==> config.mk <==
export PLATFORM = sky130hd
export DESIGN_NAME = hazard_shadow_pipe_flat
export DESIGN_NICKNAME = d
export VERILOG_FILES = /design/src/rtl/hazard_shadow_pipe_if.sv /design/src/rtl/hazard_shadow_pipe.sv /design/src/flat_wrapper.sv
export SDC_FILE = /design/constraint.sdc
export NUM_CORES = 1
export LEC_CHECK = 0
export CAP_MARGIN = 20
export CORE_MARGIN = 2
export CORE_UTILIZATION = 54
export CTS_CLUSTER_DIAMETER = 200
export DETAILED_ROUTE_END_ITERATION = 10
export PLACE_DENSITY = 0.82
export REMOVE_ABC_BUFFERS = 1
export SYNTH_ARGS = -nofsm -noshare
export SYNTH_HDL_FRONTEND = slang
export SYNTH_SLANG_ARGS = --single-unit
==> constraint.sdc <==
create_clock -name clk -period 3.8 [get_ports clk]
set_clock_uncertainty 0.1 [all_clocks]
set_input_delay 0.76 -clock clk [delete_from_list [all_inputs] [get_ports clk]]
set_output_delay 0.76 -clock clk [all_outputs]
set_load 0.05 [all_outputs]
==> src/rtl/hazard_shadow_pipe_if.sv <==
// Bundle between the D/E pipeline control and the hazard shadow unit.
// Protocol: there is no valid/ready pair. Every D-side field describes the
// instruction currently held in D, once per cycle. The unit answers in the
// same cycle: stall=1 means D is held and a bubble enters E, so the master
// presents the same instruction again on the next cycle.
interface hazard_shadow_pipe_if #(
  parameter int AW   = 5,
  parameter int TW   = 2,
  parameter int SELW = 2
);
  logic [AW-1:0]   D_rs;
  logic [AW-1:0]   D_rt;
  logic [TW-1:0]   D_Tuse_rs;
  logic [TW-1:0]   D_Tuse_rt;
  logic            D_RegWrite;
  logic [AW-1:0]   D_WriteA;
  logic [TW-1:0]   D_Tnew;
  logic            D_MDUStart;
  logic            D_MDUIsDiv;
  logic            D_MDUClass;
  logic [AW-1:0]   E_rs;
  logic [AW-1:0]   E_rt;
  logic            stall;
  logic [SELW-1:0] fwd_D_rs;
  logic [SELW-1:0] fwd_D_rt;
  logic [SELW-1:0] fwd_E_rs;
  logic [SELW-1:0] fwd_E_rt;
  logic            mdu_busy;

  modport master (
    output D_rs, D_rt, D_Tuse_rs, D_Tuse_rt, D_RegWrite, D_WriteA, D_Tnew,
           D_MDUStart, D_MDUIsDiv, D_MDUClass, E_rs, E_rt,
    input  stall, fwd_D_rs, fwd_D_rt, fwd_E_rs, fwd_E_rt, mdu_busy
  );

  modport slave (
    input  D_rs, D_rt, D_Tuse_rs, D_Tuse_rt, D_RegWrite, D_WriteA, D_Tnew,
           D_MDUStart, D_MDUIsDiv, D_MDUClass, E_rs, E_rt,
    output stall, fwd_D_rs, fwd_D_rt, fwd_E_rs, fwd_E_rt, mdu_busy
  );
endinterface

==> src/rtl/hazard_shadow_pipe.sv <==
// Hazard/forwarding unit driven from a registered shadow of in-flight writers.
// Slot k holds the writer k stages past D (1=E, 2=M, 3=W); its tnew counts
// down as it moves, so forwarding is legal once tnew reaches 0. An internal
// MDU counter models multiply/divide occupancy.
module hazard_shadow_pipe #(
  parameter int NSTAGE   = 3,
  parameter int AW       = 5,
  parameter int TW       = 2,
  parameter int SELW     = 2,
  parameter int MULT_LAT = 5,
  parameter int DIV_LAT  = 10
) (
  input logic clk,
  input logic reset,
  hazard_shadow_pipe_if.slave hif
);
  localparam int MAXLAT = (DIV_LAT > MULT_LAT) ? DIV_LAT : MULT_LAT;
  localparam int CW     = $clog2(MAXLAT + 1);

  logic [NSTAGE:1]         valid_q, valid_d;
  logic [NSTAGE:1][AW-1:0] waddr_q, waddr_d;
  logic [NSTAGE:1][TW-1:0] tnew_q, tnew_d;
  logic [CW-1:0]           cnt_q, cnt_d;

  logic haz_rs, haz_rt, busy, stall_c;

  // Youngest matching slot at or beyond 'first' gives the select; a match
  // that is not yet ready masks older ready copies (sel stays 0).
  function automatic logic [SELW-1:0] find_sel(
    input logic [AW-1:0]         r,
    input logic [NSTAGE:1]         v,
    input logic [NSTAGE:1][AW-1:0] wa,
    input logic [NSTAGE:1][TW-1:0] tn,
    input int                      first
  );
    logic [SELW-1:0] s;
    s = '0;
    for (int k = NSTAGE; k >= 1; k--) begin
      if (k >= first && v[k] && wa[k] == r) begin
        s = (tn[k] == '0) ? SELW'(k) : '0;
      end
    end
    if (r == '0) s = '0;
    return s;
  endfunction

  // Hazard when the youngest matching writer produces later than the reader needs it.
  function automatic logic find_haz(
    input logic [AW-1:0]           r,
    input logic [TW-1:0]           tuse,
    input logic [NSTAGE:1]         v,
    input logic [NSTAGE:1][AW-1:0] wa,
    input logic [NSTAGE:1][TW-1:0] tn
  );
    logic h;
    h = 1'b0;
    for (int k = NSTAGE; k >= 1; k--) begin
      if (v[k] && wa[k] == r) h = (tn[k] > tuse);
    end
    if (r == '0) h = 1'b0;
    return h;
  endfunction

  // Lookups, stall decision and outputs, all from registered state plus D inputs.
  always_comb begin
    busy    = (cnt_q != '0);
    haz_rs  = find_haz(hif.D_rs, hif.D_Tuse_rs, valid_q, waddr_q, tnew_q);
    haz_rt  = find_haz(hif.D_rt, hif.D_Tuse_rt, valid_q, waddr_q, tnew_q);
    stall_c = haz_rs || haz_rt || (hif.D_MDUClass && busy);
  end

  assign hif.stall    = stall_c;
  assign hif.mdu_busy = busy;
  assign hif.fwd_D_rs = find_sel(hif.D_rs, valid_q, waddr_q, tnew_q, 1);
  assign hif.fwd_D_rt = find_sel(hif.D_rt, valid_q, waddr_q, tnew_q, 1);
  assign hif.fwd_E_rs = find_sel(hif.E_rs, valid_q, waddr_q, tnew_q, 2);
  assign hif.fwd_E_rt = find_sel(hif.E_rt, valid_q, waddr_q, tnew_q, 2);

  // Next shadow: insert D (or a bubble on stall), age older slots with saturating tnew.
  always_comb begin
    valid_d    = '0;
    waddr_d    = '0;
    tnew_d     = '0;
    if (!stall_c) begin
      valid_d[1] = hif.D_RegWrite && (hif.D_WriteA != '0);
      waddr_d[1] = hif.D_WriteA;
      tnew_d[1]  = hif.D_Tnew;
    end
    for (int k = 2; k <= NSTAGE; k++) begin
      valid_d[k] = valid_q[k-1];
      waddr_d[k] = waddr_q[k-1];
      tnew_d[k]  = (tnew_q[k-1] != '0) ? tnew_q[k-1] - TW'(1) : '0;
    end
  end

  // Next MDU count: load on an accepted start, otherwise count down to zero.
  always_comb begin
    cnt_d = (cnt_q != '0) ? cnt_q - CW'(1) : '0;
    if (hif.D_MDUStart && !stall_c) begin
      cnt_d = hif.D_MDUIsDiv ? CW'(DIV_LAT) : CW'(MULT_LAT);
    end
  end

  // State registers with synchronous reset.
  always_ff @(posedge clk) begin
    if (reset) begin
      valid_q <= '0;
      waddr_q <= '0;
      tnew_q  <= '0;
      cnt_q   <= '0;
    end else begin
      valid_q <= valid_d;
      waddr_q <= waddr_d;
      tnew_q  <= tnew_d;
      cnt_q   <= cnt_d;
    end
  end
endmodule
==> src/flat_wrapper.sv <==
// flat-port wrapper written by rule: the top's interface ports become plain ports
module hazard_shadow_pipe_flat 
#(
  parameter int NSTAGE   = 3,
  parameter int AW       = 5,
  parameter int TW       = 2,
  parameter int SELW     = 2,
  parameter int MULT_LAT = 5,
  parameter int DIV_LAT  = 10
)
  (clk, reset, hif_D_rs, hif_D_rt, hif_D_Tuse_rs, hif_D_Tuse_rt, hif_D_RegWrite, hif_D_WriteA, hif_D_Tnew, hif_D_MDUStart, hif_D_MDUIsDiv, hif_D_MDUClass, hif_E_rs, hif_E_rt, hif_stall, hif_fwd_D_rs, hif_fwd_D_rt, hif_fwd_E_rs, hif_fwd_E_rt, hif_mdu_busy);
  hazard_shadow_pipe_if #(.AW(AW), .TW(TW), .SELW(SELW)) hif_i ();
  input logic clk;
  input logic reset;
  input wire logic [$bits(hif_i.D_rs)-1:0] hif_D_rs;
  input wire logic [$bits(hif_i.D_rt)-1:0] hif_D_rt;
  input wire logic [$bits(hif_i.D_Tuse_rs)-1:0] hif_D_Tuse_rs;
  input wire logic [$bits(hif_i.D_Tuse_rt)-1:0] hif_D_Tuse_rt;
  input wire logic [$bits(hif_i.D_RegWrite)-1:0] hif_D_RegWrite;
  input wire logic [$bits(hif_i.D_WriteA)-1:0] hif_D_WriteA;
  input wire logic [$bits(hif_i.D_Tnew)-1:0] hif_D_Tnew;
  input wire logic [$bits(hif_i.D_MDUStart)-1:0] hif_D_MDUStart;
  input wire logic [$bits(hif_i.D_MDUIsDiv)-1:0] hif_D_MDUIsDiv;
  input wire logic [$bits(hif_i.D_MDUClass)-1:0] hif_D_MDUClass;
  input wire logic [$bits(hif_i.E_rs)-1:0] hif_E_rs;
  input wire logic [$bits(hif_i.E_rt)-1:0] hif_E_rt;
  output wire logic [$bits(hif_i.stall)-1:0] hif_stall;
  output wire logic [$bits(hif_i.fwd_D_rs)-1:0] hif_fwd_D_rs;
  output wire logic [$bits(hif_i.fwd_D_rt)-1:0] hif_fwd_D_rt;
  output wire logic [$bits(hif_i.fwd_E_rs)-1:0] hif_fwd_E_rs;
  output wire logic [$bits(hif_i.fwd_E_rt)-1:0] hif_fwd_E_rt;
  output wire logic [$bits(hif_i.mdu_busy)-1:0] hif_mdu_busy;
  assign hif_i.D_rs = hif_D_rs;
  assign hif_i.D_rt = hif_D_rt;
  assign hif_i.D_Tuse_rs = hif_D_Tuse_rs;
  assign hif_i.D_Tuse_rt = hif_D_Tuse_rt;
  assign hif_i.D_RegWrite = hif_D_RegWrite;
  assign hif_i.D_WriteA = hif_D_WriteA;
  assign hif_i.D_Tnew = hif_D_Tnew;
  assign hif_i.D_MDUStart = hif_D_MDUStart;
  assign hif_i.D_MDUIsDiv = hif_D_MDUIsDiv;
  assign hif_i.D_MDUClass = hif_D_MDUClass;
  assign hif_i.E_rs = hif_E_rs;
  assign hif_i.E_rt = hif_E_rt;
  assign hif_stall = hif_i.stall;
  assign hif_fwd_D_rs = hif_i.fwd_D_rs;
  assign hif_fwd_D_rt = hif_i.fwd_D_rt;
  assign hif_fwd_E_rs = hif_i.fwd_E_rs;
  assign hif_fwd_E_rt = hif_i.fwd_E_rt;
  assign hif_mdu_busy = hif_i.mdu_busy;
  hazard_shadow_pipe #(.NSTAGE(NSTAGE), .AW(AW), .TW(TW), .SELW(SELW), .MULT_LAT(MULT_LAT), .DIV_LAT(DIV_LAT)) u_core (.clk(clk), .reset(reset), .hif(hif_i));
endmodule
==> qor.txt, run 1 <==
Status: finished, final reports clean
Most used DFF post-synth: dfxtp_1
Worst Hold End: u_core.tnew_q[2]$_SDFF_PP0_
CP endpoint kind: output port
Core Box Area: 0.00363 mm2
Number of synthesized flops with an enable pin: 0
DRC viols: 0
CTS tree: done
Post-DP HPWL: 3.91 mm
R2r setup slk: 1.47 ns
Post-Syn Area: 0.00203 mm2
Initial Util: 56.0%
Final hold viol count: 0
R2r endpoint: u_core.valid_q[1]$_SDFF_PP0_
Fillers: 302
Die area: 0.00427 mm2
# hold bufs at CTS: 0
Share of post-route cells with drive strength above 1: 11.4%
Worst hold start: u_core.tnew_q[0]$_SDFF_PP0_
Slowest stage cell, crit path: clkdlybuf4s50_1
Asr flop ratio synth: 0%
Number of I/O port buffers: 46
Most common cell after layout, fill and taps aside: clkdlybuf4s50_1
Power Density: 288 mW/mm2
Worst-path clk slew: 0.10 ns
Synthesis Warnings: 0
VDD IR-drop max: 0.000190 V
Max incr delay on CP: 0.51 ns
Number of routed nets with antenna violations: 0
Root Driver: clkbuf_8
Commonest cells after routing, fill and taps aside: 37 x clkdlybuf4s50_1, 28 x dfxtp_1, 27 x xnor2_1, 23 x xor2_1, 16 x nor2b_1
Max Root-Sink Buffers: 2
Die W: 65.4 um
Unrepaired setup endpoints after global routing: no
Post-synthesis cell type count: 43
Antenna violations before repair: 0
Worst-Skew Late Latency: 0.28 ns
NumNets Final: 324
Max Freq: 0.275 GHz
FF-to-FF Start: u_core.waddr_d[13]$_SDFF_PP0_
CP Buf/Inv Count: 2
Worst-Margin Slew: 0.487 ns
Final period util: 95.6%
DR pass1 iterations: 4
Total power: 767 uW
Slew headroom: 67.4%
Crit-path cells: clkdlybuf4s50_1 -> xnor2_1 -> and2_1 -> and2_1 -> nor3_1 -> nand2_1 -> or2_2 -> a21oi_2 -> buf_12
CTS Buf Count: 3
Vias in the first global route: 1772
Worst R2R Path Depth: 7
Setup bufs post-CTS: 0
Pleak: 1.08 nW
Hold Path Class: flip-flop to flip-flop
Max Cap Violations: 0
Cells after synthesis: 230
Pin count of the biggest net entering global routing: 16
Final Max Slew Viols: 0
Worst Path Max Fanout: 4
Reg area: 561 um2
Area occupied by multi-input gates: 0.00138 mm2
DR iter-0 viols: 50
Gr ovfl total: 0
Num rows: 22
CP Launch Type: input pin
Die Y: 65.4 um
Routed length per instance: 15.1 um
Sink Count: 28
Worst Path Arrival: 2.77 ns
Worst Hold Path Cells: 1
CP top delay family: simple AND/OR/NAND/NOR gates
Resize count post-CTS: 0
First-pass GRT wire length: 8.10 mm
I/O pin count: 47
Diodes inserted: 0
Synth Area per Inst: 8.85 um2
Sequential area share after synthesis: 27.6%
RD Place Congestion: 0.955
Detailed-route via count: 1768
Final core utilization: 73.2%
Fin crit period: 3.63 ns
Critical path required time: 2.94 ns
Vias per Instance: 5.53
Synth Register Bits: 28
CTS HTree Levels: 1
Crit Path Class: input pin to output port
Wirelength, routed: 4.83 mm
Layout Area Growth over Synthesis: 30.8%
Tot GR Track Use: 24.6%
Critical path's most frequent cell: and2_1
Final setup viols: 0
[registers in the layout, indices dropped and copies added (netlist names)]
signal / flops
u_core.waddr_q: 5
u_core.cnt_q: 4
u_core.valid_q: 3
u_core.waddr_d: 10
u_core.tnew_q: 6
[layout make-up]
| type | instances | area share [%] |
|---|---|---|
| clock buffer | 4 | 2.07 |
| inverter | 12 | 1.69 |
| multi-input combinational | 179 | 51.8 |
| sequential | 28 | 21.1 |
| tap | 48 | 2.26 |
| timing repair buffer | 49 | 21.1 |
[synth_stat cells (2+ instances only)]
library cell / n / area share [%]
a211oi_1: 2 / 0.74
a211oi_2: 2 / 1.2
a21o_1: 2 / 0.74
a21oi_1: 8 / 2.0
and2_1: 12 / 3.7
and3_1: 3 / 0.92
buf_2: 4 / 0.98
clkbuf_1: 6 / 1.1
dfxtp_1: 28 / 28
ha_1: 14 / 8.6
inv_1: 12 / 2.2
mux2_2: 2 / 1.1
nand2_1: 10 / 1.8
nand4_1: 5 / 1.5
nor2_1: 8 / 1.5
nor2_2: 2 / 0.61
nor2b_1: 16 / 4.9
nor3_1: 11 / 2.7
nor4_1: 4 / 1.2
nor4_2: 2 / 1.2
o211ai_1: 2 / 0.74
o21ai_0: 3 / 0.74
or4_1: 4 / 1.5
xnor2_1: 27 / 12
xor2_1: 23 / 9.9
[per-layer routing]
layer,vias up,track usage [%],part of all wire (%)
met5,-,0,0
met4,0,7.81,1.7
met3,9,2.05,4.6
met2,50,45.7,51
met1,832,29.7,42
li1,877,-,-
[power breakdown]
group | leakage, nW | internal [mW] | switching [mW]
logic | 0.824 | 0.121 | 0.120
registers | 0.230 | 0.315 | 0.0258
clock network | 0.0288 | 0.0929 | 0.0928
total | 1.08 | 0.529 | 0.238
[logic make-up (layout without fill, tap and decap cells)]
group                    after synthesis  count (layout)  share of synthesized area, %
flip-flops                            28              28                          27.6
AO/OA/AOI/OAI                         30              30                          12.6
multiplexers                           3               3                          1.60
AND/OR/NAND/NOR                       82              82                          23.2
XOR/XNOR                              50              50                          21.5
buffers and inverters                 23              65                          4.86
adder cells (fa/ha/maj)               14              14                          8.61
[metrics by stage]
stage | setup TNS [ns] | hold slack [ns] | instances | area (um2) | worst slack (ns)
after floorplan | -0.343 | 0.294 | 219 | 1980 | -0.343
after detailed placement | 0 | 0.321 | 316 | 2600 | 0.122
after global placement | 0 | 0.311 | 316 | 2600 | 0.128
after CTS | 0 | 0.334 | 320 | 2660 | 0.0993
after global routing | 0 | 0.360 | 320 | 2660 | 0.0667
final | 0 | 0.337 | 320 | 2660 | 0.166
[how the worst max path moves through the flow]
stage                     start         endpoint  slack [ns]  cells past startpoint
2_1_floorplan       hif_E_rs[2]  hif_fwd_E_rs[1]       -0.34                      5
3_3_place_gp        hif_D_rt[0]  hif_fwd_D_rt[0]        0.13                      9
3_5_place_dp        hif_D_rt[1]  hif_fwd_D_rt[0]        0.12                      9
4_1_cts             hif_D_rt[1]  hif_fwd_D_rt[0]         0.1                      9
5_1_grt        hif_D_Tuse_rs[1]        hif_stall        0.07                      9
6_report            hif_D_rt[1]  hif_fwd_D_rt[0]        0.17                      9
(Power assumes the default switching activity.)
==> run 2, diff against run 1 <==
--- a/config.mk
+++ b/config.mk
@@ -10,6 +10,7 @@
 export CORE_UTILIZATION = 54
 export CTS_CLUSTER_DIAMETER = 200
 export DETAILED_ROUTE_END_ITERATION = 10
+export HOLD_SLACK_MARGIN = 0.02
 export PLACE_DENSITY = 0.82
 export REMOVE_ABC_BUFFERS = 1
 export SYNTH_ARGS = -nofsm -noshare
==> results of run 2 <==
The final DEF is identical to that of run 1; final timing and power are the same.
==> run 3, diff against run 2 <==
--- a/config.mk
+++ b/config.mk
@@ -5,9 +5,10 @@
 export SDC_FILE = /design/constraint.sdc
 export NUM_CORES = 1
 export LEC_CHECK = 0
+export ABC_AREA = 1
 export CAP_MARGIN = 20
 export CORE_MARGIN = 2
-export CORE_UTILIZATION = 54
+export CORE_UTILIZATION = 55
 export CTS_CLUSTER_DIAMETER = 200
 export DETAILED_ROUTE_END_ITERATION = 10
 export HOLD_SLACK_MARGIN = 0.02
==> run 3 against run 2 <==
  * Register-to-register slack better by 0.44 ns
  * Non-clock buffer count down 3
  * Via count up 48%
  * Global-route usage up 4.9 points
  * Combinational power up 12%
  * Power up 11%
  * Setup slack better by 0.16 ns
  * First-iteration DRC count rose to 4.9 times the previous value
  * Count of clock-buffer cells in the layout down 1
  * Utilization up 2.8 points
  * Cell area up 6.9%
  * Hold slack better by 0.0041 ns
==> qor.txt, run 3 <==
Status: finished, final reports clean
Worst-Margin Slew: 0.678 ns (+0.191 ns)
Post-Syn Area: 0.00219 mm2 (+7.9%)
Worst Path Arrival: 2.62 ns (-0.15 ns)
VDD IR-drop max: 0.000253 V (+33%)
Most common cell after layout, fill and taps aside: nand2_1
DR pass1 iterations: 5 (+1)
NumNets Final: 476 (+47%)
Hold Path Class: flip-flop to flip-flop
Number of routed nets with antenna violations: 0 (unchanged)
Final setup TNS: 0 ns (unchanged)
First-pass GRT wire length: 10.1 mm (+25%)
Worst R2R Path Depth: 13 (+6)
Layout Area Growth over Synthesis: 29.6%
P_int: 569 uW (+7.5%)
Top cells by area, synth: dfxtp_1 26%, nand2_1 17%, nor2_1 11%
Gr ovfl total: 0 (unchanged)
CTS HTree Levels: 1 (unchanged)
Die Y: 67.2 um (+2.7%)
Sequential power share: 39.9% (-4.5 points)
Gate power share: 31.7% (+0.3 points)
Max FFs per register: 10 (unchanged)
Worst Hold End: u_core.tnew_q[2]$_SDFF_PP0_
Worst-path clk slew: 0.10 ns (about the same)
DR iter-0 viols: 245 (+390%)
Routed length per instance: 13.5 um (-10%)
Clock Power Share: 28.4% (+4.2 points)
FF-to-FF Start: u_core.waddr_d[13]$_SDFF_PP0_
Diodes inserted: 0 (unchanged)
Worst-Skew Late Latency: 0.28 ns (about the same)
Unrepaired setup endpoints after global routing: no
Final hold viol count: 0 (unchanged)
Commonest cells after routing, fill and taps aside: 101 x nand2_1, 67 x nor2_1, 66 x inv_1, 37 x clkdlybuf4s50_1, 28 x dfxtp_1
Core Box Area: 0.00374 mm2 (+3.0%)
# hold bufs at CTS: 0 (unchanged)
Synth top cells by count: 101 x nand2_1, 67 x nor2_1, 66 x inv_1
Detailed-route via count: 2608 (+48%)
Num rows: 22 (unchanged)
DRC viols: 0 (unchanged)
I/O pin count: 47 (unchanged)
Yosys top cell area share: 25.5% (-2.0 points)
Max Root-Sink Buffers: 2 (unchanged)
Critical path required time: 2.94 ns (about the same)
Synth Area per Inst: 5.84 um2 (-34%)
RD Place Congestion: 1.01 (+6.2%)
CP endpoint kind: output port
Worst hold start: u_core.tnew_q[0]$_SDFF_PP0_
R2r setup slk: 1.91 ns (+0.44 ns)
CP Launch Type: input pin
Die area: 0.00451 mm2 (+5.5%)
Yosys top cell by area: dfxtp_1
Synthesis Warnings: 0 (unchanged)
Post-DP HPWL: 5.06 mm (+29%)
Power Density: 298 mW/mm2 (+3.5%)
R2r endpoint: u_core.cnt_q[0]$_SDFF_PP0_
Post-synthesis cell type count: 25 (-42%)
Most common cell in the synthesized netlist: nand2_1
Cells after synthesis: 376 (+63%)
Number of I/O port buffers: 46 (unchanged)
Wirelength, routed: 6.39 mm (+32%)
CTS tree: done
Most used DFF post-synth: dfxtp_1
Fin crit period: 3.48 ns (-0.158 ns)
Max Freq: 0.288 GHz (+4.6%)
Final Max Slew Viols: 0 (unchanged)
Synth Register Bits: 28 (unchanged)
Cells after DPL: 468 (+48%)
Pin count of the biggest net entering global routing: 18 (+2)
Sw Pwr: 280 uW (+18%)
Antenna violations before repair: 0 (unchanged)
Asr flop ratio synth: 0% (unchanged)
Pleak: 1.43 nW (+32%)
Vias in the first global route: 2301 (+30%)
Final setup viols: 0 (unchanged)
Number of synthesized flops with an enable pin: 0 (unchanged)
Initial Util: 58.6% (+2.6 points)
Tot GR Track Use: 29.5% (+4.9 points)
Slew headroom: 54.7% (-13 points)
Die W: 67.2 um (+2.7%)
Sink Count: 28 (unchanged)
Fin cells: 472 (+48%)
Final period util: 91.5% (-4.2 points)
Share of post-route cells with drive strength above 1: 6.60% (-4.8 points)
Root Driver: clkbuf_8
Worst Hold Path Cells: 1 (unchanged)
Setup bufs post-CTS: 0 (unchanged)
Vias per Instance: 5.53 (about the same)
Resize count post-CTS: 0 (unchanged)
Switch share: 33.0% (+1.9 points)
Sequential area share after synthesis: 25.5% (-2.0 points)
CTS Buf Count: 3 (unchanged)
Max Cap Violations: 0 (unchanged)
Crit Path Class: input pin to output port
Worst Path Max Fanout: 6 (+2)
[run 3: logic make-up after synthesis]
kind of cell,count (synthesis),share of synthesized area (%)
AO/OA/AOI/OAI,43,11.4
flip-flops,28,25.5
buffers and inverters,74,12.7
XOR/XNOR,3,1.20
adder cells (fa/ha/maj),14,7.98
AND/OR/NAND/NOR,214,41.2
[run 3: area by class of cell]
| class | instances | area, um2 |
|---|---|---|
| inverters | 72 | 270 |
| multi-input cells | 274 | 1360 |
| well taps | 48 | 60.1 |
| flip-flops and latches | 28 | 561 |
| clock buffers | 3 | 41.3 |
| repair buffers | 46 | 526 |
| fillers | 303 | 900 |
| clock inverters | 1 | 30.0 |
[run 3: through the flow]
step	utilization, %	hold WS [ns]	total power [mW]	cell area [um2]	setup WS (ns)
final	76.0	0.341	0.848	2840	0.324
after global routing	76.0	0.354	0.891	2840	0.174
after CTS	76.0	0.325	0.845	2840	0.378
after detailed placement	74.1	0.311	0.609	2770	0.398
after global placement	74.1	0.314	0.602	2770	0.387
after floorplan	-	0.294	0.501	2190	0.535
[run 3: routing by layer]
metal / wire length [um] / global-route usage (%) / vias to the layer above
met3: 620 / 3.50 / 23
met5: 0 / 0 / -
li1: - / - / 1285
met1: 2650 / 38.0 / 1140
met4: 208 / 13.0 / 0
met2: 2910 / 49.5 / 160
[run 3: critical path, stage by stage]
cell	delay, ns
clkdlybuf4s50_1	0.60
inv_1	0.09
nand2_1	0.06
nand2_1	0.05
nor2_1	0.13
nand3_1	0.17
o21ai_0	0.39
a21oi_4	0.08
nand2_1	0.13
buf_12	0.14
[run 3: power groups by stage]
stage               clock (mW)  combinational [mW]  sequential (mW)
CTS                      0.241               0.267            0.337
global placement             0               0.259            0.344
finish                   0.241               0.269            0.339
floorplan                    0               0.164            0.336
detailed placement           0               0.265            0.344
global route             0.250               0.300            0.341
[run 3: how the worst max path moves through the flow]
| stage | depth (start not counted) | slack [ns] | to | from |
|---|---|---|---|---|
| after detailed placement | 10 | 0.40 | hif_fwd_D_rs[1] | hif_D_rs[4] |
| final | 10 | 0.32 | hif_stall | hif_D_rt[2] |
| after global placement | 10 | 0.39 | hif_fwd_D_rs[1] | hif_D_rs[4] |
| after global routing | 9 | 0.17 | hif_fwd_D_rs[1] | hif_D_rs[3] |
| after CTS | 10 | 0.38 | hif_stall | hif_D_rt[2] |
| after floorplan | 7 | 0.54 | hif_fwd_D_rs[1] | hif_D_rs[3] |
